File: config.mk
export PLATFORM = sky130hd
export DESIGN_NAME = sal_bk_ctrl_pp_flat
export DESIGN_NICKNAME = d
export VERILOG_FILES = /design/src/rtl/sal_ddr_pkg.sv /design/src/rtl/TIMING_IF.sv /design/src/rtl/sal_timing_cntr.sv /design/src/rtl/sal_bk_ctrl_pp.sv /design/src/flat_wrapper.sv
export SDC_FILE = /design/constraint.sdc
export NUM_CORES = 1
export LEC_CHECK = 0
export CORE_MARGIN = 4
export CORE_UTILIZATION = 40
export CTS_BUF_LIST = sky130_fd_sc_hd__clkbuf_8
export DETAILED_ROUTE_END_ITERATION = 16
export PLACE_DENSITY = 0.81
export SYNTH_ARGS = -nofsm -noshare
export SYNTH_HDL_FRONTEND = slang
export SYNTH_SLANG_ARGS = --single-unit
File: constraint.sdc
create_clock -name clk -period 5.72 [get_ports clk]
set_input_delay 1.144 -clock clk [delete_from_list [all_inputs] [get_ports clk]]
set_output_delay 1.144 -clock clk [all_outputs]
set_load 0.05 [all_outputs]
File: src/rtl/sal_ddr_pkg.sv
// Shared DRAM bank-controller types: address widths, bank/bank-group widths,
// page-policy encoding and the per-bank state machine encoding.
package sal_ddr_pkg;

  localparam int DRAM_RA_W = 16;
  localparam int DRAM_CA_W = 10;
  localparam int BA_W      = 2;
  localparam int BG_W      = 2;

  typedef logic [DRAM_RA_W-1:0] dram_ra_t;
  typedef logic [DRAM_CA_W-1:0] dram_ca_t;
  typedef logic [BA_W-1:0]      dram_ba_t;
  typedef logic [BG_W-1:0]      dram_bg_t;

  typedef enum logic [1:0] {
    PP_OPEN    = 2'd0,
    PP_CLOSE   = 2'd1,
    PP_TIMEOUT = 2'd2
  } page_policy_e;

  typedef enum logic [2:0] {
    ST_IDLE,
    ST_ACTIVATING,
    ST_BANK_ACTIVE,
    ST_READING,
    ST_WRITING,
    ST_AUTO_PRE,
    ST_PRECHARGING,
    ST_REFRESHING
  } bk_state_e;

endpackage

File: src/rtl/TIMING_IF.sv
// Bank timing parameters, programmed by the channel and read by every bank controller.
interface TIMING_IF #(parameter int CNT_W = 6) ();
  logic [CNT_W-1:0] t_rcd_m2;
  logic [CNT_W-1:0] t_rp_m2;
  logic [CNT_W-1:0] t_rfc_m2;
  logic [CNT_W-1:0] burst_cycle_m2;
  logic [CNT_W-1:0] t_rc_m1;
  logic [CNT_W-1:0] t_ras_m1;
  logic [CNT_W-1:0] t_rtp_m1;
  logic [CNT_W-1:0] t_wtp_m1;
  logic [CNT_W-1:0] row_open_cnt;

  modport MON (
    input t_rcd_m2, t_rp_m2, t_rfc_m2, burst_cycle_m2,
          t_rc_m1, t_ras_m1, t_rtp_m1, t_wtp_m1, row_open_cnt
  );
endinterface

File: src/rtl/sal_timing_cntr.sv
// Reloadable down-counter that saturates at zero; a reload in the same cycle
// as zero takes priority, and "met" is simply the register being zero.
module sal_timing_cntr #(
  parameter int CNT_W = 6
) (
  input  logic             clk,
  input  logic             rst_n,
  input  logic             reset_cmd_i,
  input  logic [CNT_W-1:0] reset_value_i,
  output logic             is_zero_o
);

  logic [CNT_W-1:0] cnt;

  always_ff @(posedge clk) begin
    if (!rst_n) begin
      cnt <= '0;
    end else if (reset_cmd_i) begin
      cnt <= reset_value_i;
    end else if (cnt != '0) begin
      cnt <= cnt - 1'b1;
    end
  end

  assign is_zero_o = (cnt == '0);

endmodule

File: src/rtl/sal_bk_ctrl_pp.sv
// Per-bank DRAM command generator: ACT/RD/WR/PRE/REF request arbitration with
// open/close/timeout page policy, urgent-refresh preemption and bank-local timing.
module sal_bk_ctrl_pp
  import sal_ddr_pkg::*;
#(
  parameter int BK_ID       = 0,
  parameter int BG_ID       = 0,
  parameter int RA_W        = 16,
  parameter int CA_W        = 10,
  parameter int ID_W        = 4,
  parameter int LEN_W       = 4,
  parameter int CNT_W       = 6,
  parameter int PAGE_POLICY = 2
) (
  input  logic             clk,
  input  logic             rst_n,
  TIMING_IF.MON            timing_if,
  input  logic             req_valid_i,
  output logic             req_ready_o,
  input  logic             req_wr_i,
  input  logic [RA_W-1:0]  req_ra_i,
  input  logic [CA_W-1:0]  req_ca_i,
  input  logic [ID_W-1:0]  req_id_i,
  input  logic [LEN_W-1:0] req_len_i,
  output logic             act_req_o,
  output logic             rd_req_o,
  output logic             wr_req_o,
  output logic             pre_req_o,
  output logic             ref_req_o,
  input  logic             act_gnt_i,
  input  logic             rd_gnt_i,
  input  logic             wr_gnt_i,
  input  logic             pre_gnt_i,
  input  logic             ref_gnt_i,
  output logic             ap_o,
  output dram_ba_t         ba_o,
  output dram_bg_t         bg_o,
  output logic [RA_W-1:0]  ra_o,
  output logic [CA_W-1:0]  ca_o,
  output logic [ID_W-1:0]  id_o,
  output logic [LEN_W-1:0] len_o,
  input  logic             ref_req_i,
  input  logic             ref_urgent_i,
  output logic             ref_gnt_o,
  output logic             row_open_o,
  output logic [RA_W-1:0]  open_ra_o
);

  localparam logic AP_POL = (PAGE_POLICY == int'(PP_CLOSE));
  localparam logic TO_POL = (PAGE_POLICY == int'(PP_TIMEOUT));

  bk_state_e        state, state_nxt;
  logic [CNT_W-1:0] cnt, cnt_nxt;
  logic [RA_W-1:0]  open_ra;
  logic             ap_q;
  logic             act_gnt, rd_gnt, wr_gnt;
  logic             trc_met, tras_met, trtp_met, twtp_met, ro_zero;
  logic             pre_ok, row_hit, ref_cond;

  assign act_gnt  = act_gnt_i & act_req_o;
  assign rd_gnt   = rd_gnt_i & rd_req_o;
  assign wr_gnt   = wr_gnt_i & wr_req_o;
  assign pre_ok   = tras_met & trtp_met & twtp_met;
  assign row_hit  = (req_ra_i == open_ra);
  assign ref_cond = ref_urgent_i | (ref_req_i & ~req_valid_i);

  always_ff @(posedge clk) begin
    if (!rst_n) begin
      state   <= ST_IDLE;
      cnt     <= '0;
      open_ra <= '0;
      ap_q    <= 1'b0;
    end else begin
      state <= state_nxt;
      cnt   <= cnt_nxt;
      if (act_gnt) open_ra <= req_ra_i;
      if (rd_gnt | wr_gnt) ap_q <= AP_POL;
    end
  end

  // Requests are gated by rst_n so nothing is offered in a reset cycle.
  always_comb begin
    act_req_o = 1'b0;
    rd_req_o  = 1'b0;
    wr_req_o  = 1'b0;
    pre_req_o = 1'b0;
    ref_req_o = 1'b0;
    state_nxt = state;
    cnt_nxt   = (cnt != '0) ? cnt - 1'b1 : '0;
    unique case (state)
      ST_IDLE: begin
        if (rst_n && trc_met) begin
          if (ref_cond)         ref_req_o = 1'b1;
          else if (req_valid_i) act_req_o = 1'b1;
        end
        if (ref_req_o && ref_gnt_i) begin
          state_nxt = ST_REFRESHING;
          cnt_nxt   = timing_if.t_rfc_m2;
        end else if (act_req_o && act_gnt_i) begin
          state_nxt = ST_ACTIVATING;
          cnt_nxt   = timing_if.t_rcd_m2;
        end
      end
      ST_ACTIVATING: if (cnt == '0) state_nxt = ST_BANK_ACTIVE;
      ST_BANK_ACTIVE: begin
        if (rst_n) begin
          if (ref_urgent_i) begin
            pre_req_o = pre_ok;
          end else if (req_valid_i) begin
            if (row_hit) begin
              rd_req_o = ~req_wr_i;
              wr_req_o = req_wr_i;
            end else begin
              pre_req_o = pre_ok;
            end
          end else if (TO_POL) begin
            pre_req_o = pre_ok & ro_zero;
          end
        end
        if (rd_req_o && rd_gnt_i) begin
          state_nxt = ST_READING;
          cnt_nxt   = timing_if.burst_cycle_m2;
        end else if (wr_req_o && wr_gnt_i) begin
          state_nxt = ST_WRITING;
          cnt_nxt   = timing_if.burst_cycle_m2;
        end else if (pre_req_o && pre_gnt_i) begin
          state_nxt = ST_PRECHARGING;
          cnt_nxt   = timing_if.t_rp_m2;
        end
      end
      ST_READING, ST_WRITING: begin
        if (cnt == '0) state_nxt = ap_q ? ST_AUTO_PRE : ST_BANK_ACTIVE;
      end
      ST_AUTO_PRE: begin
        if (pre_ok) begin
          state_nxt = ST_PRECHARGING;
          cnt_nxt   = timing_if.t_rp_m2;
        end
      end
      ST_PRECHARGING, ST_REFRESHING: if (cnt == '0) state_nxt = ST_IDLE;
    endcase
  end

  always_comb begin
    ra_o  = '0;
    ca_o  = '0;
    id_o  = '0;
    len_o = '0;
    ap_o  = 1'b0;
    if (act_req_o) ra_o = req_ra_i;
    if (pre_req_o) ra_o = open_ra;
    if (rd_req_o || wr_req_o) begin
      ra_o  = open_ra;
      ca_o  = req_ca_i;
      id_o  = req_id_i;
      len_o = req_len_i;
      ap_o  = AP_POL;
    end
  end

  assign req_ready_o = rd_gnt | wr_gnt;
  assign ref_gnt_o   = ref_req_o & ref_gnt_i;
  assign row_open_o  = (state == ST_ACTIVATING) || (state == ST_BANK_ACTIVE) ||
                       (state == ST_READING)    || (state == ST_WRITING);
  assign open_ra_o   = open_ra;
  assign ba_o        = dram_ba_t'(BK_ID);
  assign bg_o        = dram_bg_t'(BG_ID);

  sal_timing_cntr #(.CNT_W(CNT_W)) u_trc (
    .clk(clk), .rst_n(rst_n), .reset_cmd_i(act_gnt),
    .reset_value_i(timing_if.t_rc_m1), .is_zero_o(trc_met));
  sal_timing_cntr #(.CNT_W(CNT_W)) u_tras (
    .clk(clk), .rst_n(rst_n), .reset_cmd_i(act_gnt),
    .reset_value_i(timing_if.t_ras_m1), .is_zero_o(tras_met));
  sal_timing_cntr #(.CNT_W(CNT_W)) u_trtp (
    .clk(clk), .rst_n(rst_n), .reset_cmd_i(rd_gnt),
    .reset_value_i(timing_if.t_rtp_m1), .is_zero_o(trtp_met));
  sal_timing_cntr #(.CNT_W(CNT_W)) u_twtp (
    .clk(clk), .rst_n(rst_n), .reset_cmd_i(wr_gnt),
    .reset_value_i(timing_if.t_wtp_m1), .is_zero_o(twtp_met));
  sal_timing_cntr #(.CNT_W(CNT_W)) u_row_open (
    .clk(clk), .rst_n(rst_n), .reset_cmd_i(rd_gnt | wr_gnt),
    .reset_value_i(timing_if.row_open_cnt), .is_zero_o(ro_zero));

endmodule

File: src/flat_wrapper.sv
// flat-port wrapper written by rule: the top's interface ports become plain ports
module sal_bk_ctrl_pp_flat import sal_ddr_pkg::*;
#(
  parameter int BK_ID       = 0,
  parameter int BG_ID       = 0,
  parameter int RA_W        = 16,
  parameter int CA_W        = 10,
  parameter int ID_W        = 4,
  parameter int LEN_W       = 4,
  parameter int CNT_W       = 6,
  parameter int PAGE_POLICY = 2
)
  (clk, rst_n, req_valid_i, req_ready_o, req_wr_i, req_ra_i, req_ca_i, req_id_i, req_len_i, act_req_o, rd_req_o, wr_req_o, pre_req_o, ref_req_o, act_gnt_i, rd_gnt_i, wr_gnt_i, pre_gnt_i, ref_gnt_i, ap_o, ba_o, bg_o, ra_o, ca_o, id_o, len_o, ref_req_i, ref_urgent_i, ref_gnt_o, row_open_o, open_ra_o, timing_if_t_rcd_m2, timing_if_t_rp_m2, timing_if_t_rfc_m2, timing_if_burst_cycle_m2, timing_if_t_rc_m1, timing_if_t_ras_m1, timing_if_t_rtp_m1, timing_if_t_wtp_m1, timing_if_row_open_cnt);
  TIMING_IF #(.CNT_W(CNT_W)) timing_if_i ();
  input  logic clk;
  input  logic rst_n;
  input  logic req_valid_i;
  output logic req_ready_o;
  input  logic req_wr_i;
  input  logic [RA_W-1:0] req_ra_i;
  input  logic [CA_W-1:0] req_ca_i;
  input  logic [ID_W-1:0] req_id_i;
  input  logic [LEN_W-1:0] req_len_i;
  output logic act_req_o;
  output logic rd_req_o;
  output logic wr_req_o;
  output logic pre_req_o;
  output logic ref_req_o;
  input  logic act_gnt_i;
  input  logic rd_gnt_i;
  input  logic wr_gnt_i;
  input  logic pre_gnt_i;
  input  logic ref_gnt_i;
  output logic ap_o;
  output dram_ba_t ba_o;
  output dram_bg_t bg_o;
  output logic [RA_W-1:0] ra_o;
  output logic [CA_W-1:0] ca_o;
  output logic [ID_W-1:0] id_o;
  output logic [LEN_W-1:0] len_o;
  input  logic ref_req_i;
  input  logic ref_urgent_i;
  output logic ref_gnt_o;
  output logic row_open_o;
  output logic [RA_W-1:0] open_ra_o;
  input wire logic [$bits(timing_if_i.t_rcd_m2)-1:0] timing_if_t_rcd_m2;
  input wire logic [$bits(timing_if_i.t_rp_m2)-1:0] timing_if_t_rp_m2;
  input wire logic [$bits(timing_if_i.t_rfc_m2)-1:0] timing_if_t_rfc_m2;
  input wire logic [$bits(timing_if_i.burst_cycle_m2)-1:0] timing_if_burst_cycle_m2;
  input wire logic [$bits(timing_if_i.t_rc_m1)-1:0] timing_if_t_rc_m1;
  input wire logic [$bits(timing_if_i.t_ras_m1)-1:0] timing_if_t_ras_m1;
  input wire logic [$bits(timing_if_i.t_rtp_m1)-1:0] timing_if_t_rtp_m1;
  input wire logic [$bits(timing_if_i.t_wtp_m1)-1:0] timing_if_t_wtp_m1;
  input wire logic [$bits(timing_if_i.row_open_cnt)-1:0] timing_if_row_open_cnt;
  assign timing_if_i.t_rcd_m2 = timing_if_t_rcd_m2;
  assign timing_if_i.t_rp_m2 = timing_if_t_rp_m2;
  assign timing_if_i.t_rfc_m2 = timing_if_t_rfc_m2;
  assign timing_if_i.burst_cycle_m2 = timing_if_burst_cycle_m2;
  assign timing_if_i.t_rc_m1 = timing_if_t_rc_m1;
  assign timing_if_i.t_ras_m1 = timing_if_t_ras_m1;
  assign timing_if_i.t_rtp_m1 = timing_if_t_rtp_m1;
  assign timing_if_i.t_wtp_m1 = timing_if_t_wtp_m1;
  assign timing_if_i.row_open_cnt = timing_if_row_open_cnt;
  sal_bk_ctrl_pp #(.BK_ID(BK_ID), .BG_ID(BG_ID), .RA_W(RA_W), .CA_W(CA_W), .ID_W(ID_W), .LEN_W(LEN_W), .CNT_W(CNT_W), .PAGE_POLICY(PAGE_POLICY)) u_core (.clk(clk), .rst_n(rst_n), .timing_if(timing_if_i), .req_valid_i(req_valid_i), .req_ready_o(req_ready_o), .req_wr_i(req_wr_i), .req_ra_i(req_ra_i), .req_ca_i(req_ca_i), .req_id_i(req_id_i), .req_len_i(req_len_i), .act_req_o(act_req_o), .rd_req_o(rd_req_o), .wr_req_o(wr_req_o), .pre_req_o(pre_req_o), .ref_req_o(ref_req_o), .act_gnt_i(act_gnt_i), .rd_gnt_i(rd_gnt_i), .wr_gnt_i(wr_gnt_i), .pre_gnt_i(pre_gnt_i), .ref_gnt_i(ref_gnt_i), .ap_o(ap_o), .ba_o(ba_o), .bg_o(bg_o), .ra_o(ra_o), .ca_o(ca_o), .id_o(id_o), .len_o(len_o), .ref_req_i(ref_req_i), .ref_urgent_i(ref_urgent_i), .ref_gnt_o(ref_gnt_o), .row_open_o(row_open_o), .open_ra_o(open_ra_o));
endmodule
== After elaboration in Yosys (flattened, before gate mapping) ==
Index checks and enable logic that the tools add are counted.
Storage, ports and cells
  word-level logic and storage cells: 132
  bits in registers: 55
  input port bits: 99
Operators by class
  equal/unequal tests: 14
  $add $sub $neg: 6
  multiplexer cells: 60
  reduce and logical (&&, ||, !) cells: 32
  bitwise gates (word level): 12
Operators by type and width (count)
  6-bit two-way mux: 17
  16-bit two-way mux: 3
  6-bit logical NOT: 6
  6-bit nonzero test: 6
  6-bit by 1-bit subtractor with 6-bit output, second input constant: 6
  1-bit two-way mux: 27
  3-bit two-way mux: 8
  6-bit case mux with 3 select lines: 1
  16-bit == test: 1
  3-bit case mux with 5 select lines: 1
  3-bit == test, second input constant: 4
  10-bit two-way mux: 1
  2-bit nonzero test: 5
  1-bit AND: 8
  4-bit two-way mux: 2
  2-bit by 1-bit != test with 1-bit output, second input constant: 4
  3-bit by 2-bit == test with 1-bit output, second input constant: 2
  1-bit logical AND: 6
  6-bit AND reduction: 1
  1-bit logical OR: 4
  4-bit by 1-bit != test with 1-bit output, second input constant: 1
  2-bit OR reduction: 2
  3-bit by 1-bit == test with 1-bit output, second input constant: 1
  3-bit logical NOT: 1
  4 further kinds: 6

== Longest topological paths before layout ==
Gate-level depths: netlist of the first run.
  depth after elaboration: 13
  gate-level depth with buffers: 10
  mapped depth without buffers: 9

== Cells and area by module ==
From an unflattened synthesis of the first run, not the netlist that was laid out.
Unflattened totals
  cells, all modules: 527
  area total of the unflattened synthesis: 4130.2 um^2
Modules (own cells, without submodules)
  sal_bk_ctrl_pp: cells each 312, sequential area each 500.5 um^2, times used 1, area an instance 2347.3 um^2
  sal_timing_cntr: cells each 43, sequential area each 120.1 um^2, times used 5, area an instance 356.6 um^2

== Worst setup path after synthesis of the first run ==
OpenSTA, ideal clock, no wires.
  path type: input-to-output
  from: input port req_ra_i[15]
  to: output port ra_o[10]
  cell stages on the path: 8
  setup slack: 0.776 ns
  buffers on the path: 2
  required time: 4.576 ns
  data arrival time: 3.800 ns
  cells stage by stage: xnor2_1 > nand4_1 > o41ai_1 > a211oi_1 > or2_2 > clkbuf_1 > buf_2 > a22o_1
Between the ends
  cells in the longest elaborated chain, start to end: 9
  elaborated cells on any way between the ends: 22
  those cells by class: eq/ne (1); mux (20); reduce/logical (1)
Ends and longest elaborated chain
  start, declared: RTL line flat_wrapper.sv:20  | input logic [RA_W-1:0] req_ra_i;
  16-bit == test: RTL line sal_bk_ctrl_pp.sv:64  | assign row_hit = (req_ra_i == open_ra);
  1-bit two-way mux: RTL line sal_bk_ctrl_pp.sv:110  | if (row_hit) begin
  1-bit two-way mux: RTL line sal_bk_ctrl_pp.sv:109  | end else if (req_valid_i) begin
  1-bit two-way mux: RTL line sal_bk_ctrl_pp.sv:107  | if (ref_urgent_i) begin
  1-bit two-way mux: RTL line sal_bk_ctrl_pp.sv:106  | if (rst_n) begin
  1-bit two-way mux (2 in series): RTL line sal_bk_ctrl_pp.sv:90  | unique case (state)
  net pre_req_o: RTL line flat_wrapper.sv:27  | output logic pre_req_o;
  16-bit two-way mux: RTL line sal_bk_ctrl_pp.sv:151  | if (pre_req_o) ra_o = open_ra;
  16-bit two-way mux: RTL line sal_bk_ctrl_pp.sv:152  | if (rd_req_o || wr_req_o) begin
  end, declared: RTL line flat_wrapper.sv:37  | output logic [RA_W-1:0] ra_o;
The timed path passes the listed nets, and every way through them passes these cells. The select of a mux whose other input is x is not followed.

== Worst setup path in the final report of the first run ==
  from: input port req_ra_i[2]
  to: output port req_ready_o
Between the ends
  cells in the longest elaborated chain, start to end: 9
  elaborated cells on any way between the ends: 16
  those cells by class: eq/ne (1); mux (12); bitwise (3)
Ends and longest elaborated chain
  16-bit == test *: RTL line sal_bk_ctrl_pp.sv:64
  1-bit two-way mux: RTL line sal_bk_ctrl_pp.sv:110
  1-bit two-way mux: RTL line sal_bk_ctrl_pp.sv:109
  1-bit two-way mux: RTL line sal_bk_ctrl_pp.sv:107
  1-bit two-way mux: RTL line sal_bk_ctrl_pp.sv:106
  1-bit two-way mux (2 in series): RTL line sal_bk_ctrl_pp.sv:90
  1-bit AND (on tied branches): RTL line sal_bk_ctrl_pp.sv:61, sal_bk_ctrl_pp.sv:62
  1-bit OR *
  end, declared: RTL line flat_wrapper.sv:18  | output logic req_ready_o;
Mark *: on every way between the ends. The rest lies on a longest branch, timed or not. The select of a mux whose other input is x is not followed.

==> metrics list, run 1 <==
- The detail route stage leaves a number of antenna-violating nets equal to 0.
- Buffers placed on the I/O ports in this run total between 150 and 200.
- Pre-CTS WS: just over 0.8 ns
- Setup violations remaining at the end of the flow were counted as 0.
* Core Rows: 35
- The cell sitting at the root of the clock tree is a sky130_fd_sc_hd__clkbuf_8.
- The net count of the finished layout is ~760.
* Die boundary height: roughly 110 um
- Sequential cell fraction of total power: 0.272
- For this configuration, the core starts out at a cell density of 0.414.
- Highest clock rate: 204 MHz
- Total power of the final layout: between 2000 and 2500 uW
* Switching power share of the total: 0.435
* Count of flip-flops with a built-in enable after synthesis: 0
- Vias in the first global route: 4,186
- Switching power of the nets: between 900 and 1000 uW
- Entering global routing, the biggest net connects 32 pins.
- Total negative slack: 0 ns
- First-pass GRT wire length: between 15,000 and 20,000 um
- Proportion of layout cells with a drive suffix above 1: 0.106
- The flow ran to the end, and the final reports show no timing, DRC or antenna violations.
- Total congestion overflow after global routing: 0
* Number of antenna violations at the first check in global routing: 0
- Clock latency at the later pin of the worst-skew pair: 0.30 ns
- Final GP Congestion: just under 0.9
- Crit path required time: 4.58 ns
* Tot GR Track Use: 0.208
- Number of search-and-repair iterations in the first detailed-routing pass: 4
* Core footprint: between 9000 and 10,000 sq um
* Final-layout worst hold slack: approximately 0.51 ns
* Relative slew slack: 0.220
- Summed over all cells, the static leakage comes to about 0.0023 uW.
- Synthesized cell area: a little under 4000 sq um
- Ratio of routed vias to standard cells: between 5 and 6
* Top-level port count: around 160
- Yosys printed 0 warnings.
- Data arrival at the endpoint of the critical path: 3.75 ns
* Largest fanout on the critical path: 3
- Area added between synthesis and finish: 54.7%
- The tool flagged a number of max-cap violations equal to 0.
- The number of endpoints with negative hold slack in the final report was 0.
- Drt total wl: between 10,000 and 15,000 um
- Startpoint Class: primary input
* Power Internal: approximately 1300 uW
- In this run the mean area of a mapped cell was about 7.5 sq um.
- Number of buffers inserted during clock tree synthesis: 5
- At the pin with the least slew margin, the transition time is 1.16 ns.
- Register clock-pin slew on the reported worst setup and hold paths: about 0.10 ns
* Vias after detailed routing: ~4,200
- PostCTS Resize Cnt: 0
- VDD sags by at most around 230 uV.
* Unrepaired setup endpoints after global routing: no
- Synthesis instantiated between 50 and 60 different standard cells from the library.
- Clock skew after layout: around 0.0094 ns
* Top library cells by usage in the layout, fill and taps aside: 121 x sky130_fd_sc_hd__clkdlybuf4s50_1, 66 x sky130_fd_sc_hd__nand2_1, 56 x sky130_fd_sc_hd__nor2_1, 55 x sky130_fd_sc_hd__dfxtp_1, 50 x sky130_fd_sc_hd__a21oi_1
- After technology mapping, the gate count stands at between 500 and 600.
- Initial DRC Count: between 150 and 200
* Most common flop cell mapped by yosys: sky130_fd_sc_hd__dfxtp_1
* Number of levels the H-tree was split into: 2
* Period utilisation layout: 0.856
- Final critical path time including I/O delays and setup: 4.90 ns
- CTS max path bufs: 2
- The die is ~110 um wide.
- Final critical-path setup slack: slightly above 0.8 ns
- By startpoint and endpoint, the worst setup path is classified as in -> out.
- After filler insertion, the fill cell instance count of the layout stands at about 800.
- Sum of net half-perimeters after detailed placement: 9650 um
* Drc violations: 0
- After detailed routing, the average wire length per cell comes to around 16 um.
* Proportion of power drawn by the clock network: 0.113
- Combinational cell fraction of total power: 0.614
- Max-slew violations: 0
* Proportion of register bits with asynchronous set or reset after synthesis: 0
- Leading cell type in the layout, fill and taps excluded: sky130_fd_sc_hd__clkdlybuf4s50_1
* Kind of path behind the tightest hold check: reg -> reg
- Buffers added to address setup during post-CTS repair amount to 0.
* Sequential fraction of the synthesis area: 0.285
* Clock tree from TritonCTS: done
* Cell area power density: between 300 and 400 nW/um^2
- Number of hold buffers added after cts: 0
- Antenna cells: 0
* Clock sinks: 55
- In this run, synthesis produced a sequential element count of 55.
* Critical path capture point type: output pin
- Die Footprint: ~11,000 sq um
## final timing paths
path / slack, ns / cells after the start / end / startpoint
worst min-delay path: 0.51 / 2 / u_core.open_ra_o[6]$_SDFFE_PN0P_ / u_core.open_ra_o[6]$_SDFFE_PN0P_
worst max register to register: 2.70 / 9 / u_core.u_trc.cnt[1]$_SDFFE_PN0P_ / u_core.u_trc.cnt[0]$_SDFFE_PN0P_
worst max-delay path: 0.82 / 6 / req_ready_o / req_ra_i[2]
worst min register to register: 0.51 / 2 / u_core.open_ra_o[6]$_SDFFE_PN0P_ / u_core.open_ra_o[6]$_SDFFE_PN0P_
## sequential cells by signal, indices dropped and copies added (netlist names)
register,count
u_core.u_trc.cnt,6
u_core.u_twtp.cnt,6
u_core.open_ra_o,16
u_core.state,3
u_core.u_tras.cnt,6
u_core.u_trtp.cnt,6
u_core.cnt,6
u_core.u_row_open.cnt,6
## final cells by class
| type | count | area (sq um) | share of cell area |
|---|---|---|---|
| Inverter | 17 | 63.8 | 0.0107 |
| Timing Repair Buffer | 167 | 1990 | 0.334 |
| Multi-Input combinational cell | 407 | 2540 | 0.426 |
| Clock inverter | 2 | 37.5 | 0.00629 |
| Tap cell | 129 | 161 | 0.0270 |
| Sequential cell | 55 | 1100 | 0.184 |
| Clock buffer | 5 | 68.8 | 0.0115 |
## worst max-delay path, cell delays in order
cell,delay [ns]
sky130_fd_sc_hd__clkdlybuf4s50_1,0.52
sky130_fd_sc_hd__xnor2_1,0.15
sky130_fd_sc_hd__nand4_1,0.17
sky130_fd_sc_hd__or4_1,0.65
sky130_fd_sc_hd__nor4_1,0.27
sky130_fd_sc_hd__clkdlybuf4s50_1,0.85
## metrics by stage
step,instance area (sq um),instances,utilization
after global routing,5970,782,0.640
final,5970,782,0.640
after floorplan,3870,516,-
after CTS,5970,782,0.640
after detailed placement,5860,775,0.629
after global placement,5860,775,0.629
## per-layer routing
| metal | GRT usage | part of all wire | up-vias |
|---|---|---|---|
| met5 | 0 | 0 | - |
| met4 | 0.0518 | 0.016 | 0 |
| met3 | 0.0389 | 0.070 | 18 |
| met2 | 0.381 | 0.49 | 179 |
| met1 | 0.249 | 0.42 | 1934 |
| li1 | - | - | 2061 |
## power groups by stage
| stage | registers (uW) | clock network [uW] | logic, uW |
|---|---|---|---|
| 6_report | 612 | 255 | 1380 |
| 5_1_grt | 627 | 278 | 1540 |
| 4_1_cts | 610 | 264 | 1370 |
| 3_5_place_dp | 618 | 0 | 1360 |
| 3_3_place_gp | 609 | 0 | 1300 |
| 2_1_floorplan | 595 | 0 | 1050 |
## synth_stat cells (2+ instances only)
cell	number	area [sq um]
sky130_fd_sc_hd__dfxtp_1	55	1100
sky130_fd_sc_hd__a22oi_1	2	15.0
sky130_fd_sc_hd__xnor2_1	31	272
sky130_fd_sc_hd__and2_1	24	150
sky130_fd_sc_hd__nand4_1	5	31.3
sky130_fd_sc_hd__nor3_1	14	70.1
sky130_fd_sc_hd__nor3b_2	2	25.0
sky130_fd_sc_hd__xor2_1	9	78.8
sky130_fd_sc_hd__o22ai_1	4	25.0
sky130_fd_sc_hd__o21ai_0	12	60.1
sky130_fd_sc_hd__o32ai_1	3	26.3
sky130_fd_sc_hd__nor3b_1	2	15.0
sky130_fd_sc_hd__or3_1	14	87.6
sky130_fd_sc_hd__a211oi_1	6	45.0
sky130_fd_sc_hd__buf_4	5	37.5
sky130_fd_sc_hd__inv_1	17	63.8
sky130_fd_sc_hd__and3_1	3	18.8
sky130_fd_sc_hd__a32oi_1	7	61.3
sky130_fd_sc_hd__o211ai_1	4	30.0
sky130_fd_sc_hd__a22o_1	16	140
sky130_fd_sc_hd__ha_1	11	138
sky130_fd_sc_hd__nor2_1	56	210
sky130_fd_sc_hd__nand2_1	66	248
sky130_fd_sc_hd__mux2_2	7	78.8
sky130_fd_sc_hd__nand3_1	3	15.0
sky130_fd_sc_hd__nor4_1	5	31.3
sky130_fd_sc_hd__mux2i_1	15	150
sky130_fd_sc_hd__or2_2	3	18.8
sky130_fd_sc_hd__clkbuf_2	3	15.0
sky130_fd_sc_hd__clkbuf_1	25	93.8
sky130_fd_sc_hd__o31ai_1	4	30.0
sky130_fd_sc_hd__a21oi_1	50	250
sky130_fd_sc_hd__nor2b_1	3	18.8
sky130_fd_sc_hd__o21a_1	3	22.5
sky130_fd_sc_hd__buf_2	3	15.0
## cells by family after synthesis
group | count (synthesis) | share of synthesized area
and+or+nand+nor | 210 | 0.268
AOI/OAI and AO/OA | 119 | 0.199
DFF | 55 | 0.285
buffers and inverters | 54 | 0.0613
xor gates and xnor gates | 40 | 0.0908
muxes | 22 | 0.0593
adders and majority gates | 11 | 0.0357
other | 1 | 0.000972
No activity file was read; power rests on OpenSTA's default activity.
==> inputs of run 2 (changes only) <==
Settings changed: CORE_UTILIZATION 40 to 47, PLACE_DENSITY 0.81 to 0.92.
==> run 2 against run 1 <==
  * Sequential cell count unchanged
  * Die area down 14%
  * Non-clock buffer count down 1
  * Critical path depth unchanged
  * Register-to-register slack worse by 0.14 ns
  * Sequential share of layout area up 0.15 points
  * Largest cell class unchanged
==> metrics list, run 2 (synthesis gave the netlist of run 1 again) <==
* Proportion of power drawn by the clock network: 0.104 (-0.009)
- The total internal power is 1240 uW (-2.3%).
* Tot GR Track Use: 0.245 (+0.0366)
* Placed Cells incl. Taps: 747 (-3.6%)
- The combinational share of power came to 0.620 (+0.006).
* Leakage power figure: 0.00227 uW (-0.33%)
- The minimum clock period after layout is 4.89 ns (-0.00255 ns).
- Ratio of routed vias to standard cells: 5.64 (+5.2%)
* Initial DRC Count: 209 (+8.9%)
- The die footprint was 9730 sq um (-14%).
- The worst setup path is of the in -> out kind.
* Core footprint: 7850 sq um (-16%)
- Sum of net half-perimeters after detailed placement: 9760 um (+1.1%)
* Max-slew violations: 0 (unchanged)
- CTS max path bufs: 2 (unchanged)
- The startpoint identified for the worst hold timing path is u_core.open_ra_o[4]$_SDFFE_PN0P_.
- Clock tree from TritonCTS: done
- The period utilization is 0.856 (about the same).
* Unrepaired setup endpoints after global routing: no
- The maximum net fanout on the critical path came to 3 (unchanged).
- The pin count of the biggest net entering global routing came to 35 (+9.4%).
* Setup Buffers After CTS: 0 (unchanged)
- The quantity of I/O buffers inserted on ports was 156 (unchanged).
- Drc violations: 0 (unchanged)
* Capture point of the worst path: req_ready_o
- The wire length of the first global-routing pass came to 20,100 um (+1.9%).
- Antenna cells: 0 (unchanged)
* Reg-to-reg critical path startpoint: u_core.u_trc.cnt[0]$_SDFFE_PN0P_
- Vias after detailed routing: 4,257 (+1.6%)
- Initial cell density of the core: 0.492 (+0.0781)
- The library cells used most frequently in the layout, excluding fill and tap cells, are 121 x sky130_fd_sc_hd__clkdlybuf4s50_1, 66 x sky130_fd_sc_hd__nand2_1, 56 x sky130_fd_sc_hd__nor2_1, 55 x sky130_fd_sc_hd__dfxtp_1, 50 x sky130_fd_sc_hd__a21oi_1.
- The number of top-level pins came to 162 (unchanged).
* DRT antenna net count: 0 (unchanged)
- Relative slew slack: 0.291 (+0.0709)
- Non-filler instance count after layout: 755 (-3.5%)
- Clock skew after layout: 0.00560 ns (-0.00383 ns)
* Critical path capture point type: output pin
- Number of hold buffers added after cts: 0 (unchanged)
- Cell area power density: 375 nW/um^2 (-0.41%)
* Final Net Count: 762 (-0.13%)
- The data required time at the worst endpoint came to 4.58 ns (about the same).
- The number of antenna violations at the first check in global routing was 0 (unchanged).
* Routed wire per std cell: 16.5 um (+4.8%)
- The number of detailed-routing iterations run before antenna repair came to 5 (+1).
* Internal reg-to-reg setup slack: 2.56 ns (-0.14 ns)
* Worst-Margin Slew: 1.05 ns (-0.105 ns)
* Final GP Congestion: 0.891 (about the same)
* Register clock-pin slew on the reported worst setup and hold paths: 0.10 ns (about the same)
- Placed cell area: 5820 sq um (-0.70%)
- Data arrival at the endpoint of the critical path: 3.75 ns (about the same)
- The tree is rooted in a sky130_fd_sc_hd__clkbuf_8.
* FILL cells: 585 (-27%)
- The deepest level of the CTS H-tree was 2 (unchanged).
- Die boundary height: 98.6 um (-7.2%)
- The sequential fraction of design power is 0.276 (+0.004).
- The wire length reported by the detailed router is 12,400 um (+1.2%).
- Leaving out fill and tap cells, the most frequent cell in the layout is sky130_fd_sc_hd__clkdlybuf4s50_1.
- The max-cap violation count came to 0 (unchanged).
* X dimension of the die: 98.6 um (-7.2%)
- Endpoints failing setup: 0 (unchanged)
- Total congestion overflow after global routing: 0 (unchanged)
- Startpoint Class: primary input
- Total power of the final layout: 2220 uW (-1.2%)
- The area growth from synthesis to layout is 53.4%.
- PostCTS Resize Cnt: 0 (unchanged)
- The total number of clock tree sinks came to 55 (unchanged).
- Worst r2r path cells: 9 (unchanged)
- R2R Path End: u_core.u_tras.cnt[2]$_SDFFE_PN0P_
- Kind of path behind the tightest hold check: reg -> reg
- Switching power of the nets: 980 uW (+0.19%)
- The core utilization of the finished layout was 0.754 (+0.114).
* Proportion of layout cells with a drive suffix above 1: 0.106 (unchanged)
- Peak VDD IR: 222 uV (-4.3%)
* Vias in the first global route: 4,250 (+1.5%)
- Clock latency at the later pin of the worst-skew pair: 0.30 ns (about the same)
- The number of endpoints with negative hold slack in the final report was 0 (unchanged).
* Max reg flops: 16 (unchanged)
* Area of all placed cells without fillers: 5920 sq um (-0.82%)
- The setup TNS after final layout is 0 ns (unchanged).
- Number of buffers inserted during clock tree synthesis: 5 (unchanged)
* Run status: finished clean
* Switching power share of the total: 0.441 (+0.00622)
- Beginning of the critical path: req_ra_i[10]
* Highest clock rate: 204 MHz (about the same)
- Core Rows: 32 (-8.6%)
## run 2: changes by cell type in the layout (fill, tap and decap cells not counted), sizes merged
cell	previous run	this run
buf	46	45
bufinv	1	0
clkbuf	5	6
clkinv	0	1
## run 2: cell type report
cell class              count  area, sq um  area share
inverters                  17         63.8      0.0108
clock buffers               6         82.6      0.0139
flip-flops and latches     55         1100       0.186
multi-input cells         407         2540       0.429
repair buffers            166         1990       0.336
clock inverters             2         16.3     0.00275
well taps                 102          128      0.0216
## run 2: power by group through the flow
stage	Sequential (uW)	Combinational [uW]	Clock (uW)
global placement	609	1290	0
finish	612	1380	232
CTS	609	1370	235
floorplan	595	1050	0
detailed placement	617	1360	0
global route	625	1540	253
## run 2: per-layer routing
metal  vias to the layer above  track usage  routed length (um)
met4                         0       0.0557                 246
met2                       210        0.441                6280
met5                         -            0                   0
met1                      1963        0.296                4870
li1                       2056            -                   -
met3                        28       0.0545                1040
## run 2: per-stage QoR
step	hold slack [ns]	setup slack (ns)
finish	0.502	0.826
detailed placement	0.493	0.844
global route	0.543	0.691
CTS	0.507	0.835
global placement	0.481	0.859
floorplan	0.545	0.776
## run 2: worst min-delay path by stage
stage,end,depth (start not counted)
2_1_floorplan,u_core.u_trc.cnt[3]$_SDFFE_PN0P_,2
3_3_place_gp,u_core.open_ra_o[4]$_SDFFE_PN0P_,2
3_5_place_dp,u_core.open_ra_o[4]$_SDFFE_PN0P_,2
4_1_cts,u_core.open_ra_o[4]$_SDFFE_PN0P_,2
5_1_grt,u_core.open_ra_o[8]$_SDFFE_PN0P_,2
6_report,u_core.open_ra_o[4]$_SDFFE_PN0P_,2
## run 2: worst max-delay path, cell delays in order
cell and delay [ns]:
sky130_fd_sc_hd__clkdlybuf4s50_1 0.53, sky130_fd_sc_hd__xnor2_1 0.15, sky130_fd_sc_hd__nand4_1 0.16, sky130_fd_sc_hd__or4_1 0.65, sky130_fd_sc_hd__nor4_1 0.26, sky130_fd_sc_hd__clkdlybuf4s50_1 0.85
